[src/rtl/cal_serie_if.sv]
// Operand/request and result/flag bundle for the bit-serial ALU cal_serie.
interface cal_serie_if #(
  parameter int unsigned WIDTH = 8
);
  logic             start;
  logic [WIDTH-1:0] a;
  logic [WIDTH-1:0] b;
  logic             l;
  logic [1:0]       s;
  logic             c_in;
  logic             busy;
  logic             done;
  logic [WIDTH-1:0] out;
  logic             c_out;
  logic             zero;
  logic             neg;
  logic             ov;

  modport master (
    output start, a, b, l, s, c_in,
    input  busy, done, out, c_out, zero, neg, ov
  );

  modport slave (
    input  start, a, b, l, s, c_in,
    output busy, done, out, c_out, zero, neg, ov
  );
endinterface

[src/rtl/cal_serie.sv]
// Bit-serial WIDTH-bit ALU: one add/logic slice plus a carry FF, LSB first.
// Define CAL_SERIE_FLAGS_EN to generate the zero/neg/ov flags (tied to 0 otherwise).
module cal_serie #(
  parameter int unsigned WIDTH = 8
) (
  input logic        clk,
  input logic        reset,
  cal_serie_if.slave bus
);

  localparam int unsigned IW = $clog2(WIDTH);
  localparam int unsigned CW = IW + 1;

  typedef enum logic [1:0] {StIdle, StRun, StDone} state_e;

  state_e           r_state;
  state_e           w_state_nxt;
  logic [WIDTH-1:0] r_a;
  logic [WIDTH-1:0] r_b;
  logic             r_l;
  logic [1:0]       r_s;
  logic             r_cy;
  logic [CW-1:0]    r_cnt;
  logic [WIDTH-1:0] r_res;
  logic [WIDTH-1:0] r_out;
  logic             r_cout;

  logic [IW-1:0]    w_idx;
  logic             w_ai;
  logic             w_bb;
  logic             w_bit;
  logic             w_cy_nxt;
  logic             w_last;
  logic [WIDTH-1:0] w_res_nxt;

  // Single 1-bit slice operating on bit r_cnt of the latched operands
  always_comb begin
    w_idx     = r_cnt[IW-1:0];
    w_ai      = r_a[w_idx];
    w_bb      = r_b[w_idx] ^ r_s[0];
    w_bit     = 1'b0;
    w_cy_nxt  = 1'b0;
    if (!r_l) begin
      w_bit    = w_ai ^ w_bb ^ r_cy;
      w_cy_nxt = (w_ai & w_bb) | (w_ai & r_cy) | (w_bb & r_cy);
    end else begin
      unique case (r_s)
        2'b00:   w_bit = w_ai & r_b[w_idx];
        2'b01:   w_bit = w_ai | r_b[w_idx];
        2'b10:   w_bit = w_ai ^ r_b[w_idx];
        default: w_bit = ~w_ai;
      endcase
    end
    w_last    = (r_cnt == CW'(WIDTH - 1));
    w_res_nxt = {w_bit, r_res[WIDTH-1:1]};
  end

  always_comb begin
    w_state_nxt = r_state;
    unique case (r_state)
      StIdle:  if (bus.start) w_state_nxt = StRun;
      StRun:   if (w_last) w_state_nxt = StDone;
      StDone:  w_state_nxt = StIdle;
      default: w_state_nxt = StIdle;
    endcase
  end

`ifdef CAL_SERIE_FLAGS_EN
  logic r_zero;
  logic r_neg;
  logic r_ov;

  // Carry into the MSB is the carry FF while the last bit is processed
  always_ff @(posedge clk) begin
    if (reset) begin
      r_zero <= 1'b0;
      r_neg  <= 1'b0;
      r_ov   <= 1'b0;
    end else if (r_state == StRun && w_last) begin
      r_zero <= (w_res_nxt == '0);
      r_neg  <= w_bit;
      r_ov   <= ~r_l & (r_cy ^ w_cy_nxt);
    end
  end

  assign bus.zero = r_zero;
  assign bus.neg  = r_neg;
  assign bus.ov   = r_ov;
`else
  assign bus.zero = 1'b0;
  assign bus.neg  = 1'b0;
  assign bus.ov   = 1'b0;
`endif

  always_ff @(posedge clk) begin
    if (reset) begin
      r_state <= StIdle;
      r_a     <= '0;
      r_b     <= '0;
      r_l     <= 1'b0;
      r_s     <= 2'b00;
      r_cy    <= 1'b0;
      r_cnt   <= '0;
      r_res   <= '0;
      r_out   <= '0;
      r_cout  <= 1'b0;
    end else begin
      r_state <= w_state_nxt;
      unique case (r_state)
        StIdle: begin
          if (bus.start) begin
            r_a   <= bus.a;
            r_b   <= bus.b;
            r_l   <= bus.l;
            r_s   <= bus.s;
            r_cy  <= bus.c_in & ~bus.l;
            r_cnt <= '0;
          end
        end
        StRun: begin
          r_res <= w_res_nxt;
          r_cy  <= w_cy_nxt;
          r_cnt <= r_cnt + 1'b1;
          // Results land as DONE is entered so they are valid during the done pulse
          if (w_last) begin
            r_out  <= w_res_nxt;
            r_cout <= w_cy_nxt;
          end
        end
        default: ;
      endcase
    end
  end

  assign bus.busy  = (r_state == StRun);
  assign bus.done  = (r_state == StDone);
  assign bus.out   = r_out;
  assign bus.c_out = r_cout;

endmodule

[src/flat_wrapper.sv]
// flat-port wrapper written by rule: the top's interface ports become plain ports
module cal_serie_flat 
#(
  parameter int unsigned WIDTH = 8
)
  (clk, reset, bus_start, bus_a, bus_b, bus_l, bus_s, bus_c_in, bus_busy, bus_done, bus_out, bus_c_out, bus_zero, bus_neg, bus_ov);
  cal_serie_if #(.WIDTH(WIDTH)) bus_i ();
  input logic clk;
  input logic reset;
  input wire logic [$bits(bus_i.start)-1:0] bus_start;
  input wire logic [$bits(bus_i.a)-1:0] bus_a;
  input wire logic [$bits(bus_i.b)-1:0] bus_b;
  input wire logic [$bits(bus_i.l)-1:0] bus_l;
  input wire logic [$bits(bus_i.s)-1:0] bus_s;
  input wire logic [$bits(bus_i.c_in)-1:0] bus_c_in;
  output wire logic [$bits(bus_i.busy)-1:0] bus_busy;
  output wire logic [$bits(bus_i.done)-1:0] bus_done;
  output wire logic [$bits(bus_i.out)-1:0] bus_out;
  output wire logic [$bits(bus_i.c_out)-1:0] bus_c_out;
  output wire logic [$bits(bus_i.zero)-1:0] bus_zero;
  output wire logic [$bits(bus_i.neg)-1:0] bus_neg;
  output wire logic [$bits(bus_i.ov)-1:0] bus_ov;
  assign bus_i.start = bus_start;
  assign bus_i.a = bus_a;
  assign bus_i.b = bus_b;
  assign bus_i.l = bus_l;
  assign bus_i.s = bus_s;
  assign bus_i.c_in = bus_c_in;
  assign bus_busy = bus_i.busy;
  assign bus_done = bus_i.done;
  assign bus_out = bus_i.out;
  assign bus_c_out = bus_i.c_out;
  assign bus_zero = bus_i.zero;
  assign bus_neg = bus_i.neg;
  assign bus_ov = bus_i.ov;
  cal_serie #(.WIDTH(WIDTH)) u_core (.clk(clk), .reset(reset), .bus(bus_i));
endmodule
[config.mk]
export PLATFORM = sky130hd
export DESIGN_NAME = cal_serie_flat
export DESIGN_NICKNAME = d
export VERILOG_FILES = /design/src/rtl/cal_serie_if.sv /design/src/rtl/cal_serie.sv /design/src/flat_wrapper.sv
export SDC_FILE = /design/constraint.sdc
export NUM_CORES = 1
export LEC_CHECK = 0
export ABC_AREA = 0
export CORE_ASPECT_RATIO = 2
export CORE_UTILIZATION = 54
export CTS_CLUSTER_SIZE = 14
export DETAILED_ROUTE_END_ITERATION = 10
export PLACE_DENSITY = 0.9
export SYNTH_ARGS = -nofsm -noshare
export SYNTH_HDL_FRONTEND = slang
export SYNTH_SLANG_ARGS = --single-unit
[constraint.sdc]
create_clock -name clk -period 7.43 [get_ports clk]
set_input_delay 1.1145 -clock clk [delete_from_list [all_inputs] [get_ports clk]]
set_output_delay 1.1145 -clock clk [all_outputs]
set_load 0.01 [all_outputs]
# Word level (Yosys, flattened, before mapping)
# Cells that the tools add are included.
[classes]
add_sub_neg = 1
magnitude_cmp = 1
n_reduce_logical = 7
n_bitwise = 14
mux = 14
eq_ne = 7
[ops]
columns = ["cell", "count"]
rows = [
  ["$pmux 4 s2", 1],
  ["$reduce_and 2->1", 4],
  ["$bmux 1 s3", 2],
  ["$and 1x1->1", 5],
  ["$mux 1", 5],
  ["$add 4x1->4 const B", 1],
  ["$eq 2x1->1 const B", 2],
  ["$eq 2x2->1 const B", 2],
  ["$eq 4x3->1 const B", 1],
  ["$logic_not 2->1", 2],
  ["$lt 3x4->1 const B", 1],
  ["$mux 2", 2],
  ["$mux 4", 1],
  ["$pmux 2 s2", 1],
  ["$xor 1x1->1", 4],
  ["$or 1x1->1", 3],
  ["$pmux 1 s3", 1],
  ["$ne 2x1->1 const B", 1],
  ["$ne 2x2->1 const B", 1],
  ["$not 1->1", 2],
  ["$pmux 1 s2", 1],
  ["$reduce_bool 2->1", 1],
]
[totals]
wordCells = 54
inputBits = 23
output_inout_bits = 14
ff_bits = 43

# Depth between registers and ports, before layout
# Gate-level depths: netlist (run 1).
[logic_depth]
ltp_word = 8
depth_mapped = 9
mapped_depth_nobuf = 8

# Worst setup path after synthesis (run 1)
# Ideal clock, no wire load.
[synth_timing]
path_kind = "reg2reg"
from = "register u_core.r_cnt[0]"
to = "register u_core.r_out[7] (netlist: u_core.bus.out[7])"
path_buffers = 1
period_less_slack_ns = 2.406
setup_ns = 0.128
arrival_time_ns = 2.278
setup_slack_ns = 5.024
required_time_ns = 7.302
stages_incl_launch_ff = 9
cell_sequence = "dfxtp_1 > buf_6 > mux4_2 > mux2_4 > inv_1 > ha_1 > mux4_2 > a31oi_1 > o41ai_2"
[synth_via]
elab_chain_cells = 6
elab_cells_between_ends = 15
classes_between = "eq/ne (1); mux (6); bitwise (7); reduce/logical (1)"
[synth_lines]
columns = ["item", "line", "source"]
rows = [
  ["start: declaration", "cal_serie.sv:23", "logic [CW-1:0] r_cnt;"],
  ["start signal: assignment", "cal_serie.sv:123", "r_cnt <= r_cnt + 1'b1;"],
  ["$bmux 1 s3", "-", ""],
  ["$mux 1 (not written as such)", "-", ""],
  ["$xor 1x1->1", "cal_serie.sv:40", "w_bb = r_b[w_idx] ^ r_s[0];"],
  ["$xor 1x1->1 (2 in series)", "cal_serie.sv:44", "w_bit = w_ai ^ w_bb ^ r_cy;"],
  ["$mux 1", "cal_serie.sv:43", "if (!r_l) begin"],
  ["end signal: assignment", "cal_serie.sv:126", "r_out <= w_res_nxt;"],
  ["end: declaration", "cal_serie.sv:25", "logic [WIDTH-1:0] r_out;"],
]
# Parallel ways exist; a longest one is shown, timed or not. The select of a mux whose other input is x is not followed.
# A chain may end at the register's enable or synchronous reset.

# Worst setup path after layout (run 1)
[layout_timing]
from = "register u_core.r_state[1]"
to = "output port bus_busy"
[layout_via]
elab_chain_cells = 1
[layout_lines]
columns = ["item", "line", "source"]
rows = [
  ["start: declaration", "cal_serie.sv:16", "state_e r_state;"],
  ["start signal: assignment", "cal_serie.sv:97", "r_state <= StIdle;"],
  ["start signal: assignment", "cal_serie.sv:108", "r_state <= w_state_nxt;"],
  ["$eq 2x1->1", "cal_serie.sv:135", "assign bus.busy = (r_state == StRun);"],
  ["end: declaration", "flat_wrapper.sv:16", "output wire logic [$bits(bus_i.busy)-1:0] bus_busy;"],
]
# Every way passes these cells.

==> results.toml, run 1 <==
[routing]
routed_via_density = 5.55
routedWlPerCell_um = 12.4
drcViolationCount = 1
drtPass1Iterations = 7
antenna_left = 0
drt-total-wl_um = 3490
dr.first_iter.drc_count = 27
vias = 1560

[critical_path]
cp-end-kind = "primary output"
cp_max_fo = 15
start_kind = "register"
worstSetupPathType = "reg -> out"
required_ps = 6320
cp.arrival_ps = 2040

[synthesis]
synth.ff_latch_count = 42
netlist_area_mm2 = 0.00188
synth_top_area_cell = "dfxtp_1"
synthTopCellsByArea = "dfxtp_1 (45%), nand2_1 (13%), a21oi_1 (10%)"
yosys_warnings = 0
synth_compound_area_share_pct = 15.1
synth.area.mux_share_pct = 8.01
synth_top_area_share_pct = 44.8
yosys.area_share.simple_pct = 21.7
synth_top_family_by_area = "simple AND/OR/NAND/NOR gates"
syn_inst = 224
synth_area_per_cell_um2 = 8.37
synth_cell_type_count = 33
synthAdderAreaFrac_pct = 2.54
synth-seq-area-share_pct = 44.8
synth_xor_area_share_pct = 1.80

[sta]
fmax_mhz = 317
fin_setup_tns_ps = 0
fin_skew_ps = 5.42
setup_viol = 0
maxSlewViolCount = 0
hold_violations = 0
layout_setup_ws_ps = 4280
tightest_slew_ps = 654
period_needed_ps = 3150
maxSlewHeadroom_pct = 56.3
fin_crit_sh_pct = 42.4
rsz0062_at_grt = "no"

[final_layout]
regArea_um2 = 841
mostFrequentLayoutCells = "nand2_1 (67), dfxtp_1 (42), a21oi_1 (38)"
finalNonFillerCells = 281
final_common_cell = "nand2_1"
fillers = 263
area_growth_pct = 21.3
final_cell_area_mm2 = 0.00228
multi_input_area_um2 = 932
drive_gt1_share_pct = 7.63
nNetsFinal = 274
antenna_cells = 0

[clock_tree]
hold_buffers = 0
post_cts_resized = 0
clk-insertion-delay-late_ps = 290
cts_buffers = 5
cts_max_level = 2
cts_setup_buffers = 0
cts.reportedPaths.clkPinSlew_ps = 70
cts_sinks = 42
clk_path_buf_depth = 2
cts_root_buf = "clkbuf_8"
cts_tree = "yes"

[die]
fp.dieArea_mm2 = 0.00373
die-height_um = 85.3
coreArea_mm2 = 0.00334
fp.dieW_um = 43.7
io_pins = 37
start_util_pct = 56.1
row_count = 30

[pwr]
power.leakage_uw = 0.000815
power_uw = 472
peakVddDrop_uv = 162
clkPwrFrac_pct = 36.8
p_switching_uw = 110
seqPwrFrac_pct = 51.1
power_frac_comb_pct = 12.1
powerDensity_mw_per_mm2 = 207
switching_share_pct = 23.4
p_int_uw = 362

[placement]
place_area_mm2 = 0.00217
portBuffers = 33
gp_congestion = 0.805
dp_hpwl_um = 2580
placedCellCount = 273
place_ws_ps = 4610

[grt]
grt_overflow_total = 0
grt_pass1_vias = 1390
grt_first_pass_wirelength_um = 6130
grtUsageTotal_pct = 22.0
grt_max_degree = 46
grt_antenna_before_repair = 0

[worst_hold_path]
hp-class = "reg -> reg"

[status]
failed_checks = "design-rule violations"
status = "finished with violations"

[run]
cap_violations = 0
[through the flow]
stage	hold WS (ps)	utilization, %
6_report	453	68.1
5_1_grt	473	68.1
4_1_cts	456	68.1
3_5_place_dp	446	64.9
3_3_place_gp	440	64.9
2_1_floorplan	428	-
[sequential cells by signal (all words and copies together) (netlist names)]
register	cells
u_core.bus.out	8
u_core.r_a	8
u_core.r_b	8
u_core.r_res	7
u_core.r_cnt	4
u_core.r_s	2
u_core.r_state	2
u_core.bus.c_out	1
u_core.r_cy	1
u_core.r_l	1
[cells in the mapped netlist]
master / instances
a211oi_1: 2
a21oi_1: 38
a311oi_1: 1
a31oi_1: 3
and2_1: 2
buf_1: 2
buf_2: 1
buf_4: 3
buf_6: 1
clkbuf_1: 12
conb_1: 1
dfxtp_1: 42
ha_1: 3
inv_1: 5
maj3_1: 1
mux2_4: 1
mux2i_4: 1
mux4_2: 5
nand2_1: 67
nand2b_1: 2
nand3_1: 2
nand3b_1: 4
nor2_1: 11
nor2b_1: 1
nor3b_1: 2
nor4b_2: 1
o21ai_0: 1
o22ai_1: 2
o41ai_2: 2
or2_2: 1
or3_1: 1
xnor2_1: 2
xnor2_2: 1
[metal layers]
metal  global-route usage, %  share of wire [%]  routed length (um)
met3                    3.40                2.6                  90
met1                    23.9                 37                1300
met2                    38.7                 57                1990
met4                    11.9                3.2                 111
met5                       0                  0                   0
[worst paths after layout]
path / start / end / slack [ps] / depth (start not counted)
worst min register to register: u_core.bus.out[5] / u_core.bus.out[5] / 450 / 2
worst min-delay path: u_core.bus.out[5] / u_core.bus.out[5] / 450 / 2
worst max register to register: u_core.r_cnt[0] / u_core.bus.out[7] / 4780 / 7
worst max-delay path: u_core.r_state[1] / bus_busy / 4280 / 3
[cell families (layout without fill, tap and decap cells)]
kind of cell    after synthesis  in the layout
other cells                   1              3
buf+inv                      24             47
compound gates               49             49
fa+ha+maj                     4              4
simple gates                 94             94
mux                           7              7
xor+xnor                      3              3
flops                        42             42
[critical path: stages (launching register included)]
cell and delay [ps]:
dfxtp_1 320, nand2b_1 350, inv_1 450, clkdlybuf4s50_1 620
[power groups by stage]
stage	combinational, uW	sequential (uW)	clock [uW]
global route	63.6	243	186
finish	56.9	241	174
floorplan	43.3	242	0
global placement	55.3	246	0
CTS	57.5	241	177
detailed placement	57.3	247	0
[cell type report]
type | instances | share of cell area, %
sequential | 42 | 36.9
multi-input combinational | 160 | 41.0
timing repair buffer | 34 | 14.8
clock inverter | 1 | 1.32
inverter | 5 | 0.825
clock buffer | 7 | 3.35
tap | 32 | 1.76
Power figures use the tool's default switching activity.
==> run 2: changes to the inputs <==
--- a/config.mk
+++ b/config.mk
@@ -7,10 +7,10 @@
 export LEC_CHECK = 0
 export ABC_AREA = 0
 export CORE_ASPECT_RATIO = 2
-export CORE_UTILIZATION = 54
+export CORE_UTILIZATION = 46
 export CTS_CLUSTER_SIZE = 14
 export DETAILED_ROUTE_END_ITERATION = 10
-export PLACE_DENSITY = 0.9
+export PLACE_DENSITY = 0.82
 export SYNTH_ARGS = -nofsm -noshare
 export SYNTH_HDL_FRONTEND = slang
 export SYNTH_SLANG_ARGS = --single-unit
==> constraint.sdc (replaced) <==
create_clock -name clk -period 2.9 [get_ports clk]
set_input_delay 0.435 -clock clk [delete_from_list [all_inputs] [get_ports clk]]
set_output_delay 0.435 -clock clk [all_outputs]
set_load 0.01 [all_outputs]
==> results.toml, run 2 (synthesized netlist as in run 1, its figures left out) <==
[status]
status = "finished, final reports clean"

[die]
fp.dieArea_mm2 = 0.00435
coreArea_mm2 = 0.00388
fp.dieW_um = 47.2
row_count = 32
io_pins = 37
start_util_pct = 48.3
die-height_um = 92.3

[critical_path]
cp-end-kind = "register"
cp-startpoint = "u_core.r_cnt[0]"
reg2reg_from = "u_core.r_cnt[0]"
endpoint = "u_core.bus.out[7]"
rr_endpoint = "u_core.bus.out[7]"
cp_top_family = "multiplexers"
worstSetupPathType = "reg -> reg"
rr_worst_depth = 7
required_ps = 3070
max_stage_delay_ps = 560
crit_slowest_cell = "mux4_2"
start_kind = "register"
worstPathCellList = "mux4_2 > mux2_4 > inv_1 > ha_1 > mux4_2 > a31oi_1 > o41ai_2"
cp.arrival_ps = 2800
rrSetupSlack_ps = 270
cp_max_fo = 7
crit_top_cell = "mux4_2"
cp.depth = 7
path_buf_inv = 1

[routing]
drt-total-wl_um = 3680
routed-wl-met3_um = 122
wl_met1_um = 1360
drcViolationCount = 0
wl_met2_um = 2090
vias = 1569
routed_via_density = 5.14
routedWlPerCell_um = 12.1
dr.first_iter.drc_count = 47
antenna_left = 0
dr.max_layer_used = "met4"
drtPass1Iterations = 4

[pwr]
clkPwrFrac_pct = 37.1
power_uw = 1220
power.leakage_uw = 0.000846
power_frac_comb_pct = 12.4
powerDensity_mw_per_mm2 = 524
peakVddDrop_uv = 402
p_int_uw = 928
switching_share_pct = 24.2
p_switching_uw = 297
seqPwrFrac_pct = 50.5

[sta]
fin_setup_tns_ps = 0
fin_skew_ps = 5.37
setup_viol = 0
maxSlewViolCount = 0
fin_crit_sh_pct = 90.6
rsz0062_at_grt = "no"
hold_violations = 0
period_needed_ps = 2630
fmax_mhz = 380

[clock_tree]
cts_setup_buffers = 0
cts.reportedPaths.clkPinSlew_ps = 80
clk_path_buf_depth = 2
post_cts_resized = 0
cts_tree = "yes"
cts_root_buf = "clkbuf_8"
clk-insertion-delay-late_ps = 300
hold_buffers = 0
cts_max_level = 2
cts_sinks = 42
cts_buffers = 5

[final_layout]
nNetsFinal = 279
mostFrequentLayoutCells = "nand2_1 (67), dfxtp_1 (42), a21oi_1 (38)"
area_growth_pct = 24.7
antenna_cells = 0
final_common_cell = "nand2_1"
drive_gt1_share_pct = 10.2

[placement]
portBuffers = 33
dp_hpwl_um = 2730
gp_congestion = 0.820

[worst_hold_path]
hp-class = "reg -> reg"
hold_depth = 2

[grt]
grtUsageTotal_pct = 20.3
grt_overflow_total = 0
grt_first_pass_wirelength_um = 6430
grt_pass1_vias = 1464
grt_max_degree = 22
grt_antenna_before_repair = 0

[run]
cap_violations = 0
-- run 2: power by group through the flow --
stage	Combinational, uW	Clock [uW]	Sequential (uW)
floorplan	111	0	621
global placement	148	0	631
detailed placement	152	0	633
CTS	153	468	619
global route	170	492	622
finish	151	454	619
-- run 2: metrics by stage --
| step | cells | cell area [um^2] | setup WS (ps) | utilization [%] | hold WS (ps) |
|---|---|---|---|---|---|
| after detailed placement | 297 | 2230 | 266 | 57.4 | 445 |
| after global routing | 305 | 2340 | 136 | 60.2 | 476 |
| after global placement | 297 | 2230 | 339 | 57.4 | 440 |
| after CTS | 305 | 2340 | 253 | 60.2 | 456 |
| after floorplan | 226 | 1880 | 494 | - | 428 |
| final | 305 | 2340 | 271 | 60.2 | 455 |
-- run 2: worst min-delay path by stage --
| stage | startpoint | to | slack (ps) |
|---|---|---|---|
| 5_1_grt | u_core.bus.out[3] | u_core.bus.out[3] | 480 |
| 2_1_floorplan | u_core.r_cnt[3] | u_core.r_cnt[3] | 430 |
| 6_report | u_core.bus.out[6] | u_core.bus.out[6] | 450 |
| 3_3_place_gp | u_core.bus.out[3] | u_core.bus.out[3] | 440 |
| 3_5_place_dp | u_core.bus.out[6] | u_core.bus.out[6] | 450 |
| 4_1_cts | u_core.bus.out[6] | u_core.bus.out[6] | 460 |
-- run 2: cell type report --
type | instances | area [um^2]
Fill cell | 370 | 1540
Tap cell | 51 | 63.8
Multi-Input combinational cell | 160 | 932
Sequential cell | 42 | 841
Clock buffer | 5 | 68.8
Clock inverter | 3 | 40.0
Inverter | 5 | 18.8
Timing Repair Buffer | 39 | 375
-- run 2: worst min-delay path, delay by kind of cell (launching register included) --
family	cells	cell delay (ps)
compound gates	1	50
flops	1	310
simple gates	1	50
-- run 2: metal layers --
metal  track usage (%)  vias to the layer above
met5                 0                        -
met4              11.0                        0
met3              6.04                       11
met2              34.1                       38
met1              21.0                      718
li1                  -                      802
